`config.mk`:
```
export PLATFORM = sky130hd
export DESIGN_NAME = weight_load_sequencer
export DESIGN_NICKNAME = d
export VERILOG_FILES = /design/src/rtl/weight_load_sequencer_pkg.sv /design/src/rtl/weight_load_sequencer_seq_addr_counter.sv /design/src/rtl/weight_load_sequencer.sv
export SDC_FILE = /design/constraint.sdc
export NUM_CORES = 1
export LEC_CHECK = 0
export BUFFER_PORTS_ARGS = -buffer_cell sky130_fd_sc_hd__buf_2
export CAP_MARGIN = 20
export CORE_MARGIN = 2
export CORE_UTILIZATION = 30
export CTS_CLUSTER_DIAMETER = 120
export DETAILED_ROUTE_END_ITERATION = 8
export PLACE_DENSITY = 0.47
export SKIP_LAST_GASP = 1
export SLEW_MARGIN = 25
export SYNTH_ARGS = -nofsm -noshare
export SYNTH_HDL_FRONTEND = slang
export SYNTH_SLANG_ARGS = --single-unit
export TNS_END_PERCENT = 20
```
`constraint.sdc`:
```
create_clock -name i_clk -period 2.8 [get_ports i_clk]
set_input_delay 0.28 -clock i_clk [delete_from_list [all_inputs] [get_ports i_clk]]
set_output_delay 0.28 -clock i_clk [all_outputs]
set_load 0.01 [all_outputs]
```
`src/rtl/weight_load_sequencer_pkg.sv`:
```
// ----------------------------------------------------------------------------
// weight_load_sequencer_pkg
// Shared definitions for the weight load/run sequencer: FSM state encoding,
// default geometry of the three base-classifier weight memories, and a small
// helper used to size counters.
// ----------------------------------------------------------------------------
package weight_load_sequencer_pkg;

    localparam int DEPTH_DEF   = 32;   // words per weight memory
    localparam int AW_DEF      = 5;    // address width
    localparam int WW_DEF      = 9;    // signed weight width
    localparam int TIMEOUT_DEF = 255;  // max cycles waiting for the stacked result
    localparam int NMEM        = 3;    // number of base-classifier memories
    localparam int MW          = $clog2(NMEM);  // memory index width

    typedef enum logic [1:0] {
        ST_IDLE     = 2'd0,
        ST_LOAD     = 2'd1,
        ST_RUN      = 2'd2,
        ST_WAIT_RES = 2'd3
    } state_t;

    function automatic int max_int(input int a, input int b);
        return (a > b) ? a : b;
    endfunction

endpackage

```
`src/rtl/weight_load_sequencer_seq_addr_counter.sv`:
```
// ----------------------------------------------------------------------------
// seq_addr_counter
// W-bit up counter with synchronous clear (priority over enable) and a
// terminal-count flag raised while the count equals LAST. Wrapping is done by
// the owner asserting i_clr together with i_en on the terminal count, which
// lets the same counter also run past LAST when used as a timer.
// Ports:
//   i_clk, i_rst_n : clock, asynchronous active-low reset
//   i_clr          : clear to zero on the next edge
//   i_en           : increment on the next edge
//   o_cnt          : current count
//   o_tc           : o_cnt == LAST
// ----------------------------------------------------------------------------
module seq_addr_counter #(
    parameter int W    = 5,
    parameter int LAST = 31
) (
    input  logic         i_clk,
    input  logic         i_rst_n,
    input  logic         i_clr,
    input  logic         i_en,
    output logic [W-1:0] o_cnt,
    output logic         o_tc
);

    logic [W-1:0] r_cnt;

    always_ff @(posedge i_clk or negedge i_rst_n) begin
        if (!i_rst_n) begin
            r_cnt <= '0;
        end else if (i_clr) begin
            r_cnt <= '0;
        end else if (i_en) begin
            r_cnt <= r_cnt + 1'b1;
        end
    end

    assign o_cnt = r_cnt;
    assign o_tc  = (r_cnt == W'(LAST));

endmodule

```
`src/rtl/weight_load_sequencer.sv`:
```
// ----------------------------------------------------------------------------
// weight_load_sequencer
// Drives the shared address/datain and per-memory read/write strobes of the
// three base-classifier weight memories.
//   LOAD: streams 3*DEPTH signed weights from a valid/ready source into
//         memories 1,2,3 in order.
//   RUN : sweeps DEPTH synchronous reads with the classifier enable high, then
//         waits (bounded by TIMEOUT) for the stacked final result.
// Ports:
//   i_clk, i_rst_n     : clock, asynchronous active-low reset
//   i_load_start       : pulse, begin LOAD
//   i_run_start        : pulse, begin RUN (error if nothing loaded)
//   i_load_valid/_data : weight source; o_load_ready is the accept handshake
//   o_mem_wdata        : shared datain to all memories
//   o_mem_addr         : shared address to all memories
//   o_mem_write        : per-memory write strobe, bit k = memory k+1
//   o_mem_read         : per-memory read strobe
//   o_cls_en           : base classifier enable
//   i_total_ready      : final_ready from the logistic stage
//   o_loaded           : all 3*DEPTH words written since reset
//   o_busy             : not idle
//   o_load_done, o_run_done, o_err : one-cycle status pulses
// All outputs are registered.
// ----------------------------------------------------------------------------
module weight_load_sequencer
    import weight_load_sequencer_pkg::*;
#(
    parameter int DEPTH   = DEPTH_DEF,
    parameter int AW      = AW_DEF,
    parameter int WW      = WW_DEF,
    parameter int TIMEOUT = TIMEOUT_DEF   // must be >= 1
) (
    input  logic                 i_clk,
    input  logic                 i_rst_n,
    input  logic                 i_load_start,
    input  logic                 i_run_start,
    input  logic                 i_load_valid,
    input  logic signed [WW-1:0] i_load_data,
    output logic                 o_load_ready,
    output logic signed [WW-1:0] o_mem_wdata,
    output logic [AW-1:0]        o_mem_addr,
    output logic [NMEM-1:0]      o_mem_write,
    output logic [NMEM-1:0]      o_mem_read,
    output logic                 o_cls_en,
    input  logic                 i_total_ready,
    output logic                 o_loaded,
    output logic                 o_busy,
    output logic                 o_load_done,
    output logic                 o_run_done,
    output logic                 o_err
);

    // The read counter doubles as the WAIT_RES timer, so it must hold TIMEOUT.
    localparam int TW = $clog2(TIMEOUT + 1);
    localparam int CW = max_int(AW, TW);

    state_t r_state, w_state_next;

    logic [MW-1:0]        r_midx;
    logic                 r_load_ready, r_cls_en, r_loaded, r_busy;
    logic                 r_load_done, r_run_done, r_err;
    logic signed [WW-1:0] r_mem_wdata;
    logic [AW-1:0]        r_mem_addr;
    logic [NMEM-1:0]      r_mem_write, r_mem_read;

    logic                 w_accept, w_load_last, w_issue_rd;
    logic                 w_err_next, w_run_done_next, w_load_done_next;
    logic signed [WW-1:0] w_mem_wdata_next;
    logic [AW-1:0]        w_mem_addr_next;
    logic [NMEM-1:0]      w_mem_write_next;
    logic [AW-1:0]        w_wcnt;
    logic                 w_wcnt_tc, w_wcnt_clr;
    logic [CW-1:0]        w_rcnt;
    logic                 w_rcnt_tc, w_rcnt_clr, w_rcnt_en;

    assign w_accept    = (r_state == ST_LOAD) && i_load_valid && r_load_ready;
    assign w_load_last = w_wcnt_tc && (r_midx == MW'(NMEM - 1));

    // Word counter: wraps to 0 after DEPTH-1, held at 0 outside LOAD.
    assign w_wcnt_clr = (r_state != ST_LOAD) || (w_accept && w_wcnt_tc);

    seq_addr_counter #(.W(AW), .LAST(DEPTH - 1)) u_wcnt (
        .i_clk   (i_clk),
        .i_rst_n (i_rst_n),
        .i_clr   (w_wcnt_clr),
        .i_en    (w_accept),
        .o_cnt   (w_wcnt),
        .o_tc    (w_wcnt_tc)
    );

    // Read address / timer: zero whenever heading to IDLE so a following
    // run_start reads address 0, and zeroed again on entry to WAIT_RES so it
    // then counts waiting cycles.
    assign w_rcnt_clr = (w_state_next == ST_IDLE) ||
                        ((w_state_next == ST_WAIT_RES) && (r_state != ST_WAIT_RES));
    assign w_rcnt_en  = w_issue_rd || (r_state == ST_WAIT_RES);

    seq_addr_counter #(.W(CW), .LAST(DEPTH - 1)) u_rcnt (
        .i_clk   (i_clk),
        .i_rst_n (i_rst_n),
        .i_clr   (w_rcnt_clr),
        .i_en    (w_rcnt_en),
        .o_cnt   (w_rcnt),
        .o_tc    (w_rcnt_tc)
    );

    // Next-state and status pulses. The first read is issued on the edge that
    // samples run_start, so IDLE also issues reads.
    always_comb begin
        w_state_next     = r_state;
        w_issue_rd       = 1'b0;
        w_err_next       = 1'b0;
        w_run_done_next  = 1'b0;
        w_load_done_next = 1'b0;
        case (r_state)
            ST_IDLE: begin
                if (i_load_start) begin
                    w_state_next = ST_LOAD;           // wins over run_start
                end else if (i_run_start) begin
                    if (r_loaded) begin
                        w_issue_rd   = 1'b1;
                        w_state_next = w_rcnt_tc ? ST_WAIT_RES : ST_RUN;
                    end else begin
                        w_err_next = 1'b1;
                    end
                end
            end
            ST_LOAD: begin
                if (w_accept && w_load_last) begin
                    w_state_next     = ST_IDLE;
                    w_load_done_next = 1'b1;
                end
            end
            ST_RUN: begin
                w_issue_rd = 1'b1;
                if (w_rcnt_tc) begin
                    w_state_next = ST_WAIT_RES;
                end
            end
            ST_WAIT_RES: begin
                if (i_total_ready) begin
                    w_state_next    = ST_IDLE;
                    w_run_done_next = 1'b1;
                end else if (w_rcnt == CW'(TIMEOUT - 1)) begin
                    w_state_next = ST_IDLE;
                    w_err_next   = 1'b1;
                end
            end
            default: w_state_next = ST_IDLE;
        endcase
    end

    // Address and data hold their last value when neither reading nor writing.
    always_comb begin
        w_mem_addr_next  = r_mem_addr;
        w_mem_wdata_next = r_mem_wdata;
        if (w_issue_rd) begin
            w_mem_addr_next = w_rcnt[AW-1:0];
        end else if (w_accept) begin
            w_mem_addr_next  = w_wcnt;
            w_mem_wdata_next = i_load_data;
        end
    end

    generate
        for (genvar gi = 0; gi < NMEM; gi++) begin : g_wr
            assign w_mem_write_next[gi] = w_accept && (r_midx == MW'(gi));
        end
    endgenerate

    always_ff @(posedge i_clk or negedge i_rst_n) begin
        if (!i_rst_n) begin
            r_state <= ST_IDLE;
        end else begin
            r_state <= w_state_next;
        end
    end

    always_ff @(posedge i_clk or negedge i_rst_n) begin
        if (!i_rst_n) begin
            r_midx       <= '0;
            r_load_ready <= 1'b0;
            r_mem_wdata  <= '0;
            r_mem_addr   <= '0;
            r_mem_write  <= '0;
            r_mem_read   <= '0;
            r_cls_en     <= 1'b0;
            r_loaded     <= 1'b0;
            r_busy       <= 1'b0;
            r_load_done  <= 1'b0;
            r_run_done   <= 1'b0;
            r_err        <= 1'b0;
        end else begin
            if (r_state != ST_LOAD) begin
                r_midx <= '0;
            end else if (w_accept && w_wcnt_tc) begin
                r_midx <= r_midx + 1'b1;
            end
            r_load_ready <= (w_state_next == ST_LOAD);
            r_mem_wdata  <= w_mem_wdata_next;
            r_mem_addr   <= w_mem_addr_next;
            r_mem_write  <= w_mem_write_next;
            r_mem_read   <= {NMEM{w_issue_rd}};
            r_cls_en     <= w_issue_rd;
            r_loaded     <= r_loaded | w_load_done_next;
            r_busy       <= (w_state_next != ST_IDLE);
            r_load_done  <= w_load_done_next;
            r_run_done   <= w_run_done_next;
            r_err        <= w_err_next;
        end
    end

    assign o_load_ready = r_load_ready;
    assign o_mem_wdata  = r_mem_wdata;
    assign o_mem_addr   = r_mem_addr;
    assign o_mem_write  = r_mem_write;
    assign o_mem_read   = r_mem_read;
    assign o_cls_en     = r_cls_en;
    assign o_loaded     = r_loaded;
    assign o_busy       = r_busy;
    assign o_load_done  = r_load_done;
    assign o_run_done   = r_run_done;
    assign o_err        = r_err;

endmodule

```
# Yosys cells after proc, flatten, opt, wreduce, memory -nomap -nowiden
# Index checks and enable logic that the tools add are counted.
# op_classes
n_eq_ne,12
bitwise,2
mux,31
n_reduce_logical,21
addsub,3
# ops
operator,n
$mux W5,4
$mux W2,9
$mux W8,2
$mux W1,13
$reduce_bool A2 Y1,5
$logic_and A1 B1 Y1,9
$add A8 B1 Y8 const B,1
$eq A2 B2 Y1 const B,4
$eq A8 B5 Y1 const B,1
$eq A8 B8 Y1 const B,1
$pmux W2 S4,1
$eq A2 B1 Y1 const B,3
$logic_not A2 Y1,3
$add A5 B1 Y5 const B,1
$eq A5 B5 Y1 const B,1
$pmux W1 S2,2
$logic_or A1 B1 Y1,3
$add A2 B1 Y2 const B,1
$ne A2 B1 Y1 const B,1
$ne A2 B2 Y1 const B,1
$reduce_and A2 Y1,1
$not A1 Y1,1
$or A1 B1 Y1,1
# totals
reg_bits,42

# Longest topological paths before layout
# logic_depth
depth_word,10
mapped_depth,8
ltp_nobuf,8

# Modules after synthesis
# From an unflattened synthesis, not the netlist that was laid out.
# hier_totals
cells_unflattened,187
area_unflattened_um2,2084.5
# modules_own_cells
module,n_inst,cells_each,area_per_inst_um2
weight_load_sequencer,1,124,1407.6
seq_addr_counter (u_rcnt),1,41,400.4
seq_addr_counter (u_wcnt),1,22,276.5

# Worst setup path after synthesis
# Ideal clock, no wire load.
# synth_timing
path_type,register -> register
startpoint,"reg u_wcnt.r_cnt[0], in the netlist u_wcnt.o_cnt[0]"
endpoint,"reg u_rcnt.r_cnt[0], in the netlist u_rcnt.o_cnt[0]"
path_stages_with_launch,9
period_less_slack_ns,2.007
setup_time_ns,0.143
path_slack_ns,0.793
path_buffers,0
t_arrival_ns,1.865
path_cell_list,dfrtp_1 ha_1 and3_1 ha_1 nand4_1 a21oi_1 a2bb2oi_1 a2111oi_4 nor3_1
# synth_between
elab_chain_len,9
elab_cells_between_ends,11
classes_between,eq/ne: 2; mux: 3; reduce/logical: 6
# synth_lines
element,line,rtl
start: declaration,weight_load_sequencer_seq_addr_counter.sv:26,logic [W-1:0] r_cnt;
start signal: assignment,weight_load_sequencer_seq_addr_counter.sv:34,r_cnt <= r_cnt + 1'b1;
$eq A5 B5 Y1 (*),weight_load_sequencer_seq_addr_counter.sv:39,assign o_tc = (r_cnt == W'(LAST));
$logic_and A1 B1 Y1 (*),weight_load_sequencer.sv:77,assign w_load_last = w_wcnt_tc && (r_midx == MW'(NMEM - 1));
$logic_and A1 B1 Y1 (*),weight_load_sequencer.sv:129,if (w_accept && w_load_last) begin
$mux W2 (*),weight_load_sequencer.sv:129,
$pmux W2 S4 (*),weight_load_sequencer.sv:115,case (r_state)
$eq A2 B2 Y1,weight_load_sequencer.sv:95,((w_state_next == ST_WAIT_RES) && (r_state != ST_WAIT_RES));
$logic_and A1 B1 Y1,weight_load_sequencer.sv:95,
$logic_or A1 B1 Y1 (*),weight_load_sequencer.sv:94,assign w_rcnt_clr = (w_state_next == ST_IDLE) ||
$mux W8 or $reduce_bool A2 Y1 (tied branches),--,
end signal: assignment,weight_load_sequencer_seq_addr_counter.sv:34,
end: declaration,weight_load_sequencer_seq_addr_counter.sv:26,
# Mark *: on every way between the ends. The rest lies on a longest branch, timed or not.
# A chain may end at the register's enable or synchronous reset.

# Final worst setup path
# layout_timing
startpoint,"reg u_wcnt.r_cnt[0], in the netlist u_wcnt.o_cnt[0]"
endpoint,"reg u_rcnt.r_cnt[5], in the netlist u_rcnt.o_cnt[5]"
# The elaborated chain is that of the path after synthesis.

==> Flow_metrics.wiki <==
{| class="wikitable"
! Metric !! Value
|-
| Run status || complete, no violations
|-
| Achievable Freq || between 400 and 500 MHz
|-
| Count of buffers added by post-CTS timing repair for setup || 0
|-
| Cell count after synthesis || roughly 190
|-
| Final ANT Viol Nets || 0
|-
| Type of element launching the critical path || register
|-
| Post-Route Setup TNS || 0 ns
|-
| Post-synthesis net count || 215
|-
| Setup ws final || 0.495 ns
|-
| Fraction of power spent switching nets || 32.7%
|-
| Layout cell share with drive strength beyond 1 || 30.0%
|-
| Wire length of the first global-routing pass || 7.00 mm
|-
| Initial DRT Pass Iterations || 4
|-
| Ant. Diodes || 0
|-
| HPWL Detailed || 3.07 mm
|-
| Overall Power || 1.95 mW
|-
| Via-per-instance ratio || 4.83
|-
| Setup crit end kind || register
|-
| Max-cap violations || 0
|-
| Number of different library cells in the post-synthesis netlist || 47
|-
| Pin count of the biggest net entering global routing || 42
|-
| Drt initial violations || 46
|-
| Number of global-route vias before repair || around 1500
|-
| Routed WL || 4.24 mm
|-
| Initial standard-cell utilization of the core || a little under a third
|-
| Number of design rule violations left after detail routing || 0
|-
| Highest fanout seen on the critical path || 8
|-
| Worst endpoint data arrival time || 2.46 ns
|-
| Start point of the critical path || u_wcnt.o_cnt[0]
|-
| Count of port buffers added during placement || 41
|-
| Core Box Area || 6760 sq um
|-
| Mean instance size in the synthesized netlist || between 10 and 15 sq um
|-
| Post-Route Hold Slack || 0.191 ns
|-
| Internal cell power || 1.32 mW
|-
| Filler instances || 683
|-
| Classification of the worst setup path || reg -> reg
|-
| Portion of the post-synthesis area used by sequential elements || 49.0%
|-
| Count of instances resized after the clock tree is built || 0
|-
| Clock tree from TritonCTS || done
|-
| Worst Hold Depth || 2
|-
| Portion of the clock cycle consumed by the worst path in the final layout || 82.3%
|-
| Fin. max-slew vios || 0
|-
| GR Overflow Total || 0
|-
| Worst EP required || just under 3 ns
|-
| Post-synth EDFFs || 0
|-
| # clock sinks || 41
|-
| Routed wirelength normalized by instance count || 13.4 um
|-
| Relative slew slack || 63.3%
|-
| Number of buffers added by the clock tree synthesis step || 5
|-
| Part of the total power dissipated in sequential elements || 39.7%
|-
| Area overhead of the layout relative to synthesis || 20.9%
|-
| H-Tree Depth || 2
|-
| Worst-Margin Slew || ~0.55 ns
|-
| Total number of nets in the final design || 262
|-
| Area of the die || 7660 sq um
|-
| Total net switching power || 0.639 mW
|-
| Gpl congestion || roughly 0.86
|-
| Unrepaired setup endpoints after global routing || no
|-
| Maximum resistive drop on vdd || ~240 uV
|-
| Cell depth of the worst flop-to-flop path || 8
|-
| Shortest period the worst path allows || ~2.3 ns
|-
| Total standard cell area after synthesis || 2090 sq um
|-
| Prevailing post-synth register cell || sky130_fd_sc_hd__dfrtp_1
|-
| Total routing usage reported by global routing || 11.7%
|-
| Antenna violations before repair || 0
|-
| Hold Vio Cnt, Final || 0
|-
| Final setup violating endpoints || 0
|-
| CTS Root Buffer Type || sky130_fd_sc_hd__clkbuf_8
|-
| Number of buffers inserted by hold repair at cts || 0
|-
| Die H || ~90 um
|-
| Power density of the placed cells || 772 nW/um^2
|-
| Number of register bits inferred by synthesis || 41
|-
| Part of the total power dissipated in the clock network || 25.6%
|-
| Buffers from clock root to sink, at most || 2
|-
| Worst hold path startpoint || i_load_data[6]
|-
| Clock slew at reported path FFs || 0.08 ns
|-
| Count of boundary I/O pins || 42
|-
| Clock Skews || 0.00756 ns
|-
| Fraction of power consumed by combinational cells || between 30% and 40%
|-
| Total number of placement rows || 30
|-
| Leakage power of the design || 1.22 nW
|-
| Place WS || 0.510 ns
|-
| Total number of vias || 1531
|-
| Proportion of register bits with asynchronous set or reset after synthesis || 100%
|-
| Startpoint of the worst register-to-register path || u_wcnt.o_cnt[0]
|-
| Classification of the worst-slack hold path || in -> reg
|-
| X dimension of the die || between 80 and 90 um
|-
| Latest clock arrival within the worst-skew pair || 0.30 ns
|-
| Count of warnings emitted by yosys || 0
|}
==> cell type report <==
class	count	area (sq um)	share of cell area, %
Timing Repair Buffer	48	263	10.4
Clock buffer	7	86.3	3.41
Tap cell	80	100	3.95
Clock inverter	1	30.0	1.19
Inverter	9	33.8	1.33
Multi-Input combinational cell	131	992	39.2
Sequential cell	41	1030	40.5
==> per-layer routing <==
layer	global-route usage [%]	vias up	wire [um]
met3	2.83	10	178
li1	-	755	-
met5	0	-	0
met1	15.1	730	1980
met2	18.7	36	2000
met4	4.76	0	81
==> cells in the mapped netlist (2+ instances only) <==
| library cell | n | area (sq um) |
|---|---|---|
| sky130_fd_sc_hd__o21ai_0 | 8 | 40.0 |
| sky130_fd_sc_hd__nor3_1 | 13 | 65.1 |
| sky130_fd_sc_hd__nor2_1 | 6 | 22.5 |
| sky130_fd_sc_hd__and3_1 | 3 | 18.8 |
| sky130_fd_sc_hd__ha_1 | 11 | 138 |
| sky130_fd_sc_hd__dfrtp_1 | 41 | 1030 |
| sky130_fd_sc_hd__nand3_1 | 8 | 40.0 |
| sky130_fd_sc_hd__nand2b_1 | 2 | 12.5 |
| sky130_fd_sc_hd__buf_4 | 3 | 22.5 |
| sky130_fd_sc_hd__a21oi_1 | 7 | 35.0 |
| sky130_fd_sc_hd__mux2i_1 | 5 | 50.1 |
| sky130_fd_sc_hd__xnor2_1 | 8 | 70.1 |
| sky130_fd_sc_hd__clkbuf_1 | 4 | 15.0 |
| sky130_fd_sc_hd__nand2_1 | 12 | 45.0 |
| sky130_fd_sc_hd__and2_1 | 5 | 31.3 |
| sky130_fd_sc_hd__nor2b_1 | 4 | 25.0 |
| sky130_fd_sc_hd__a31oi_1 | 2 | 12.5 |
| sky130_fd_sc_hd__nand4_1 | 2 | 12.5 |
| sky130_fd_sc_hd__nand3b_1 | 2 | 15.0 |
| sky130_fd_sc_hd__inv_1 | 9 | 33.8 |
| sky130_fd_sc_hd__mux2_2 | 8 | 90.1 |
==> critical path: stages, from the launching register on <==
cell                        delay [ns]
sky130_fd_sc_hd__dfrtp_1          0.45
sky130_fd_sc_hd__ha_1             0.24
sky130_fd_sc_hd__and3_1           0.19
sky130_fd_sc_hd__ha_1             0.20
sky130_fd_sc_hd__nand4_1          0.14
sky130_fd_sc_hd__a21oi_1          0.11
sky130_fd_sc_hd__a2bb2oi_1        0.16
sky130_fd_sc_hd__a2111oi_4        0.58
sky130_fd_sc_hd__nor3_1           0.11
==> cell families (layout without fill, tap and decap cells) <==
kind of cell	count (synthesis)	count (layout)	share of synthesized area, %
adder cells (fa/ha/maj)	11	11	6.57
flip-flops	41	41	49.0
buffers and inverters	17	65	3.59
AND/OR/NAND/NOR	67	67	18.2
AO/OA/AOI/OAI	31	31	12.1
XOR/XNOR	8	8	3.35
multiplexers	14	14	7.23
==> layout by cell type, fill, tap and decap left out, drive strengths merged, types with 2 or more instances in the layout <==
master,n
and3,3
xnor2,8
a21boi,2
inv,9
nand3b,2
mux2,9
nor2b,4
nor2,7
nand2b,2
ha,11
buf,47
mux2i,5
dfrtp,41
nand4,3
nor3,13
and2,5
clkbuf,7
nand2,12
a31oi,2
or2,2
o21ai,9
a21oi,7
nand3,8
==> metrics by stage <==
stage          util (%)  std cells  area (sq um)
2_1_floorplan         -        189          2090
3_3_place_gp       35.6        308          2400
3_5_place_dp       35.6        308          2400
4_1_cts            37.3        316          2520
5_1_grt            37.5        317          2530
6_report           37.5        317          2530
==> power groups by stage <==
stage,Sequential [mW],Combinational [mW],Clock (mW)
5_1_grt,0.793,0.749,0.541
4_1_cts,0.779,0.684,0.521
2_1_floorplan,0.843,0.390,0
3_5_place_dp,0.792,0.683,0
3_3_place_gp,0.790,0.685,0
6_report,0.776,0.677,0.500
==> path summary, 6_finish.rpt <==
kind / to / slack (ns)
hold reg to reg: o_mem_wdata[6] / 0.49
max in group asynchronous: o_mem_read[0] / 1.94
setup reg to reg: u_rcnt.o_cnt[5] / 0.50
setup / recovery: u_rcnt.o_cnt[5] / 0.50
hold / removal: o_mem_wdata[6] / 0.19
min in group asynchronous: o_mem_write[1] / 0.49
==> sequential cells by signal, summed over array words and instances (netlist names), 2 cells and up <==
name          cells
o_mem_wdata       9
u_rcnt.o_cnt      8
o_mem_addr        5
u_wcnt.o_cnt      5
o_mem_write       3
r_midx            2
r_state           2
No activity file was read; power rests on OpenSTA's default activity.
